--- config.mk ---
export PLATFORM = sky130hd
export DESIGN_NAME = acc_dump_scale
export DESIGN_NICKNAME = d
export VERILOG_FILES = /design/src/rtl/acc_dump_scale.sv
export SDC_FILE = /design/constraint.sdc
export NUM_CORES = 1
export LEC_CHECK = 0
export CORE_MARGIN = 2
export CORE_UTILIZATION = 30
export DETAILED_ROUTE_END_ITERATION = 6
export PLACE_DENSITY = 0.46
export SLEW_MARGIN = 5
export SYNTH_ARGS = -nofsm -noshare
export SYNTH_HDL_FRONTEND = slang
export SYNTH_SLANG_ARGS = --single-unit
--- constraint.sdc ---
create_clock -name clock -period 5.6 [get_ports clock]
set_clock_uncertainty 0.15 [all_clocks]
set_input_delay 0.84 -clock clock [delete_from_list [all_inputs] [get_ports clock]]
set_output_delay 0.84 -clock clock [all_outputs]
set_load 0.01 [all_outputs]
--- src/rtl/acc_dump_scale.sv ---
// Integrate-and-dump sequencer and output scaler for the MRFM sample accumulator.
// Define DUMP_SATURATE_EN to saturate the narrowed dump (and flag overflow); otherwise it wraps.
module acc_dump_scale #(
    parameter int SUM_W = 50,
    parameter int OUT_W = 16,
    parameter int CNT_W = 16
) (
    input  logic                    clock,
    input  logic                    reset,
    input  logic                    run,
    input  logic [CNT_W-1:0]        length,
    input  logic [5:0]              shift,
    input  logic                    stb_in,
    input  logic                    acc_valid,
    input  logic signed [SUM_W-1:0] sum_in,
    output logic                    clear_out,
    output logic                    dump_strobe,
    output logic signed [OUT_W-1:0] dump_out,
    output logic                    overflow,
    output logic                    busy
);

    localparam logic [5:0]       SH_MAX  = 6'(SUM_W - 1);
    localparam logic [CNT_W-1:0] CNT_ONE = {{(CNT_W-1){1'b0}}, 1'b1};

    logic [CNT_W-1:0]        cnt_r;
    logic [CNT_W-1:0]        len_r;
    logic [CNT_W-1:0]        len_eff_s;
    logic [CNT_W-1:0]        cnt_inc_s;
    logic [5:0]              sh_r;
    logic [5:0]              sh_eff_s;
    logic [5:0]              sh1_r;
    logic                    tag_r;
    logic                    last_s;
    logic                    v1_r;
    logic                    v2_r;
    logic signed [SUM_W-1:0] cap_r;
    logic signed [SUM_W:0]   ext_s;
    logic signed [SUM_W:0]   half_s;
    logic signed [SUM_W:0]   rnd_s;
    logic signed [SUM_W:0]   r_r;
    logic                    sat_s;
    logic signed [OUT_W-1:0] narrow_s;

    // Period settings come from the ports only at a period start; otherwise the latched copies hold.
    always_comb begin
        len_eff_s = len_r;
        sh_eff_s  = sh_r;
        if (cnt_r == '0) begin
            len_eff_s = (length == '0) ? CNT_ONE : length;
            sh_eff_s  = (shift > SH_MAX) ? SH_MAX : shift;
        end else begin
            len_eff_s = len_r;
            sh_eff_s  = sh_r;
        end
        cnt_inc_s = cnt_r + CNT_ONE;
        last_s    = (cnt_inc_s == len_eff_s);
        clear_out = stb_in & run & (cnt_r == '0);
        busy      = (cnt_r != '0) | tag_r | v1_r | v2_r;
    end

    // Sample counter and last-sample tag (tag lines up with the accumulator's acc_valid).
    always_ff @(posedge clock) begin
        if (reset) begin
            cnt_r <= '0;
            len_r <= CNT_ONE;
            sh_r  <= 6'd0;
            tag_r <= 1'b0;
        end else if (!run) begin
            cnt_r <= '0;
            tag_r <= 1'b0;
        end else if (stb_in) begin
            cnt_r <= last_s ? '0 : cnt_inc_s;
            len_r <= len_eff_s;
            sh_r  <= sh_eff_s;
            tag_r <= last_s;
        end else begin
            tag_r <= 1'b0;
        end
    end

    // Half-LSB rounding constant; the shift travels with the captured total so a new period cannot alter it.
    always_comb begin
        ext_s  = {cap_r[SUM_W-1], cap_r};
        half_s = '0;
        if (sh1_r != 6'd0) begin
            half_s[sh1_r - 6'd1] = 1'b1;
        end else begin
            half_s = '0;
        end
        rnd_s = ext_s + half_s;
    end

    // Capture and round/shift stages.
    always_ff @(posedge clock) begin
        if (reset) begin
            cap_r <= '0;
            sh1_r <= 6'd0;
            v1_r  <= 1'b0;
            r_r   <= '0;
            v2_r  <= 1'b0;
        end else begin
            if (acc_valid & tag_r) begin
                cap_r <= sum_in;
                sh1_r <= sh_r;
            end
            v1_r <= acc_valid & tag_r;
            r_r  <= rnd_s >>> sh1_r;
            v2_r <= v1_r;
        end
    end

`ifdef DUMP_SATURATE_EN
    function automatic logic [OUT_W:0] sat_narrow(input logic signed [SUM_W:0] v);
        logic [SUM_W-OUT_W+1:0] upper;
        upper = v[SUM_W:OUT_W-1];
        if ((upper == '0) || (upper == '1)) begin
            sat_narrow = {1'b0, v[OUT_W-1:0]};
        end else if (v[SUM_W]) begin
            sat_narrow = {1'b1, 1'b1, {(OUT_W-1){1'b0}}};
        end else begin
            sat_narrow = {1'b1, 1'b0, {(OUT_W-1){1'b1}}};
        end
    endfunction

    // Saturating narrow with a flag for the overflow register.
    always_comb begin
        {sat_s, narrow_s} = sat_narrow(r_r);
    end
`else
    logic unused_s;
    assign unused_s = ^r_r[SUM_W:OUT_W];

    // Two's-complement wrap; saturation never occurs.
    always_comb begin
        sat_s    = 1'b0;
        narrow_s = r_r[OUT_W-1:0];
    end
`endif

    // Output stage and sticky overflow (run low wins over a simultaneous set).
    always_ff @(posedge clock) begin
        if (reset) begin
            dump_strobe <= 1'b0;
            dump_out    <= '0;
            overflow    <= 1'b0;
        end else begin
            dump_strobe <= v2_r;
            if (v2_r) begin
                dump_out <= narrow_s;
            end
            if (!run) begin
                overflow <= 1'b0;
            end else if (v2_r & sat_s) begin
                overflow <= 1'b1;
            end
        end
    end

endmodule

==> qor.csv, run 1 <==
metric,value,unit
antenna_found_initial,1,
post-route-min-period,5390,ps
ys_seq_area_frac,0.200,
finalInstanceArea,16200,sq um
n_fill_cell,4712,
gr-usage-all-layers,0.260,
syn2layout_area_growth,24.4,%
die_w,212,um
clockRootBuffer,clkbuf_16,
avgSynthCellArea,7.07,sq um
hold_viol,0,
synthTopCellsByArea,"dfxtp_1 (20%), nand2_1 (8.8%), a21oi_1 (7.5%)",
drc_errors,0,
top_layer_used,met4,
route.met2.wl,26900,um
fin_tns_setup,0,ps
synth_area,13000,sq um
synth.most_common_cell,nand2_1,
relSlewSlack,0.320,
boundaryPins,97,
clockBufferDepth,2,
cts-htree-levels,4,
path_clk_slew,70,ps
die-area,45100,sq um
tightest_slew,1020,ps
port_buffers,95,
synth_nets,1973,
row_count,76,
synth_top_flop_cell,dfxtp_1,
layout.nets,2121,
ant_nets,0,
gp_congestion,0.969,
vias,14700,
core,43000,sq um
drt_first_pass_iters,6,
placed_cell_area,15400,sq um
cts_buffers,17,
crit_arrival,5630,ps
clock_latency,490,ps
yosysWarnings,0,
synth_top_area_frac,0.200,
synthCells,1842,
synth_commonest_cells,"nand2_1 (305), nor2_1 (222), a21oi_1 (194)",
hold_ws,303,ps
synth_cell_type_count,107,
cellLeakagePower,6.11,nW
rrSetupSlack,210,ps
worstSetupStartpointType,flop,
dp_hpwl,45400,um
grt_pass1_vias,14200,
drive_gt1_frac,0.159,
setup_viol,0,
cts_tree,done,
wl,58300,um
maxCapViolCount,0,
hold_path_class,reg2reg,
synth_edf_count,0,
wl_met1,25900,um
place_ws,-258,ps
clock_sinks,130,
met3_wirelength,3510,um
fin_ws,213,ps
grt_overflow,0,
wire_per_inst,22.5,um
synth_top_cell_by_area,dfxtp_1,
fp.dieH,212,um
grt_pass1_wl,87600,um
timing.final.crit_share,0.962,
initial_core_util,0.303,
worstSetupPathType,reg2reg,
grt_max_degree,57,
drt_iter0_drc,1330,
avgViaCountPerCell,5.68,
power_density,142,nW/um^2
maxSlewViolCount,0,
synthArstFlopShare,0,
ys_ff_latch,130,
timing.fmax,0.186,GHz
status,"finished, final reports clean",
peakVddDrop,125,uV
crit_required,5840,ps
crit_path_end_kind,flop,
cp_max_fo,8,
## logic make-up (layout without fill, tap and decap cells)
kind of cell / count (synthesis) / count (layout) / synth area share
compound gates: 529 / 529 / 0.274
fa+ha+maj: 54 / 54 / 0.0524
other cells: 1 / 3 / 0.000288
buf+inv: 153 / 314 / 0.0503
xor+xnor: 65 / 65 / 0.0443
simple gates: 800 / 800 / 0.282
flops: 130 / 130 / 0.200
mux: 110 / 110 / 0.0965
## where the power goes
part / internal (mW) / total, mW / switching (mW)
registers: 0.932 / 0.937 / 0.00450
clock network: 0.713 / 1.22 / 0.508
logic: 0.0719 / 0.136 / 0.0643
## metal layers
| layer | vias up | track usage |
|---|---|---|
| met3 | 95 | 0.0461 |
| met4 | 0 | 0.114 |
| met5 | - | 0 |
| met2 | 510 | 0.421 |
| li1 | 7063 | - |
| met1 | 7046 | 0.338 |
## final timing paths
path / startpoint / endpoint / depth (start not counted)
max reg2reg: sh1_r[1] / r_r[6] / 21
min reg2reg: sh_r[2] / sh_r[2] / 2
min: sh_r[2] / sh_r[2] / 2
max: sh1_r[1] / r_r[6] / 21
## sequential cells by signal, indices dropped and copies added (netlist names)
register and flops:
cap_r 50, cnt_r 16, dump_out 16, len_r 16, r_r 16, sh1_r 6, sh_r 6, dump_strobe 1
tag_r 1, v1_r 1, v2_r 1
## critical path, stage by stage (launching register included)
cell and delay, ps:
dfxtp_2 330, buf_4 160, nor2_4 200, nand2_1 200
nor2_1 170, buf_4 130, a31oi_1 90, buf_4 200
nor2_1 230, ha_2 410, a21oi_1 220, o21ai_1 170
a21oi_2 290, a31oi_1 150, buf_4 190, or4b_1 530
and4_1 250, a31oi_4 220, o22ai_1 110, a211oi_2 330
a221oi_1 180, a2111oi_2 360
## through the flow
| step | utilization | total power, mW | std cells |
|---|---|---|---|
| after floorplan | - | 1.02 | 1842 |
| after global placement | 0.358 | 1.09 | 2553 |
| after detailed placement | 0.358 | 1.10 | 2553 |
| after CTS | 0.373 | 2.34 | 2587 |
| after global routing | 0.377 | 2.38 | 2588 |
| final | 0.377 | 2.29 | 2590 |
## cell usage in the layout, fill, tap and decap left out, drive strengths merged, types with 17 or more instances in the layout
master / n
a31oi: 27
a21oi: 204
nand4: 45
and3: 18
clkdlybuf4s50: 94
ha: 53
a211oi: 21
mux2i: 82
buf: 158
o211ai: 18
dfxtp: 130
or3: 17
nor3: 42
nand2: 306
o21ai: 83
inv: 34
nor2: 222
xnor2: 40
nand3: 59
mux2: 19
xor2: 25
clkbuf: 18
## what timing repair did
item                                    CTS  global route
endpoints found under the setup margin   16            16
setup buffers                             2             1
gates resized for setup                   8            40
pin swaps                                 2             3
hold buffers                              0             0
## area by class of cell
class | instances | area [sq um] | area share
multi-input combinational | 1559 | 9960 | 0.615
sequential | 130 | 2610 | 0.161
timing repair buffer | 252 | 2160 | 0.134
tap | 585 | 732 | 0.0452
clock buffer | 18 | 429 | 0.0265
clock inverter | 14 | 191 | 0.0118
inverter | 30 | 113 | 0.00695
antenna | 2 | 5.00 | 0.000309
(Power assumes the default switching activity.)
==> run 2, diff against run 1 <==
--- a/config.mk
+++ b/config.mk
@@ -9,6 +9,8 @@
 export CORE_UTILIZATION = 30
 export DETAILED_ROUTE_END_ITERATION = 6
 export PLACE_DENSITY = 0.46
+export RECOVER_POWER = 100
+export SKIP_LAST_GASP = 1
 export SLEW_MARGIN = 5
 export SYNTH_ARGS = -nofsm -noshare
 export SYNTH_HDL_FRONTEND = slang
==> constraint.sdc (replaced) <==
create_clock -name clock -period 4.91 [get_ports clock]
set_clock_uncertainty 0.15 [all_clocks]
set_input_delay 0.7365 -clock clock [delete_from_list [all_inputs] [get_ports clock]]
set_output_delay 0.7365 -clock clock [all_outputs]
set_load 0.01 [all_outputs]
==> qor.csv, run 2 (synthesis results as in run 1) <==
metric,value,unit
drive_gt1_frac,0.360,
antenna_found_initial,0,
timing.final.crit_share,0.993,
core,43000,sq um
clock_latency,490,ps
crit_required,5110,ps
vias,15900,
clock_sinks,130,
cts-htree-levels,4,
final_cell_mix,"buf_4 (440), nand2_1 (286), nor2_1 (191)",
tightest_slew,1030,ps
grt_pass1_wl,89900,um
initial_core_util,0.303,
fin_ws,36.7,ps
place_ws,-464,ps
die_w,212,um
drt_iter0_drc,1103,
crit_path_end_kind,flop,
worstSetupStartpointType,flop,
fin_tns_setup,0,ps
final_common_cell,buf_4,
die-area,45100,sq um
setup_viol,0,
clockRootBuffer,clkbuf_16,
cellLeakagePower,7.81,nW
grt_overflow,0,
gr-usage-all-layers,0.263,
worstSetupPathType,reg2reg,
layout.nets,2433,
hold_viol,0,
peakVddDrop,195,uV
syn2layout_area_growth,53.9,%
clockBufferDepth,2,
crit_arrival,5070,ps
cts_tree,done,
cp_max_fo,6,
row_count,76,
relSlewSlack,0.314,
hold_path_class,reg2reg,
maxSlewViolCount,0,
rsz0062_at_grt,yes,
cts_buffers,17,
wl,59600,um
path_clk_slew,70,ps
grt_max_degree,59,
drc_errors,0,
maxCapViolCount,0,
status,"finished, final reports clean",
gp_congestion,0.931,
regMostFlops,cap_r,
ant_nets,0,
post-route-min-period,4870,ps
grt_pass1_vias,15400,
power_density,126,nW/um^2
drt_first_pass_iters,5,
fp.dieH,212,um
wire_per_inst,20.5,um
port_buffers,95,
dp_hpwl,45900,um
largest_reg_flops,50,
boundaryPins,97,
timing.fmax,0.205,GHz
avgViaCountPerCell,5.47,
-- run 2: cell count changes in the layout (fill, tap and decap cells not counted), sizes merged --
cell      delta
buf        +312
bufinv       -1
clkbuf       -1
clkinv       +3
clkinvlp     -1
diode        -1
inv          -1
-- run 2: final timing paths --
kind	slack, ps	cells past startpoint	startpoint	end
worst max-delay path	40	21	sh1_r[0]	r_r[7]
worst min-delay path	300	2	sh_r[3]	sh1_r[3]
worst max register to register	40	21	sh1_r[0]	r_r[7]
worst min register to register	300	2	sh_r[3]	sh1_r[3]
-- run 2: layout make-up --
class,count,area (sq um)
Tap cell,585,732
Multi-Input combinational cell,1559,11400
Timing Repair Buffer,564,4640
Fill cell,4413,22900
Clock inverter,14,153
Inverter,30,118
Sequential cell,130,2610
Clock buffer,17,425
Antenna cell,1,2.50
-- run 2: routing by layer --
| metal | global-route usage | vias up | routed length, um |
|---|---|---|---|
| met1 | 0.340 | 7575 | 26500 |
| met5 | 0 | - | 0 |
| met2 | 0.430 | 504 | 27700 |
| li1 | - | 7676 | - |
| met3 | 0.0468 | 109 | 3270 |
| met4 | 0.109 | 0 | 2140 |
-- run 2: stage by stage --
stage | utilization | area, sq um | power [mW] | hold WS (ps) | cells
global placement | 0.407 | 17500 | 1.25 | 291 | 2827
finish | 0.467 | 20100 | 2.53 | 298 | 2900
detailed placement | 0.407 | 17500 | 1.25 | 294 | 2827
floorplan | - | 13100 | 1.16 | 275 | 1842
CTS | 0.438 | 18800 | 2.59 | 303 | 2870
global route | 0.467 | 20100 | 2.63 | 319 | 2899
-- run 2: worst max-delay path, stage by stage, from the launching register on --
cell and delay [ps]:
dfxtp_4 380, inv_4 70, ha_4 200, buf_6 150, a31oi_2 80, o21ai_2 190, nand2_2 170, buf_4 190
nor2_1 100, ha_1 280, a21oi_1 260, a21oi_2 140, o21a_2 270, o31ai_4 330, and4_4 310, or3_4 150
buf_6 90, nand2_2 50, mux4_2 540, a221o_1 380, a31oi_1 170, nor3_1 60
-- run 2: where the power goes --
group	internal [mW]	leakage [nW]	switching [mW]	total [mW]
Sequential	1.06	1.05	0.00510	1.07
Clock	0.748	0.285	0.562	1.31
Combinational	0.0827	6.47	0.0733	0.156
-- run 2: repair_timing --
| item | in CTS | in global routing |
|---|---|---|
| setup buffers | 15 | 31 |
| endpoints found under the setup margin | 16 | 16 |
| hold buffers | 0 | 0 |
| pin swaps | 54 | 93 |
| resized for setup | 145 | 205 |
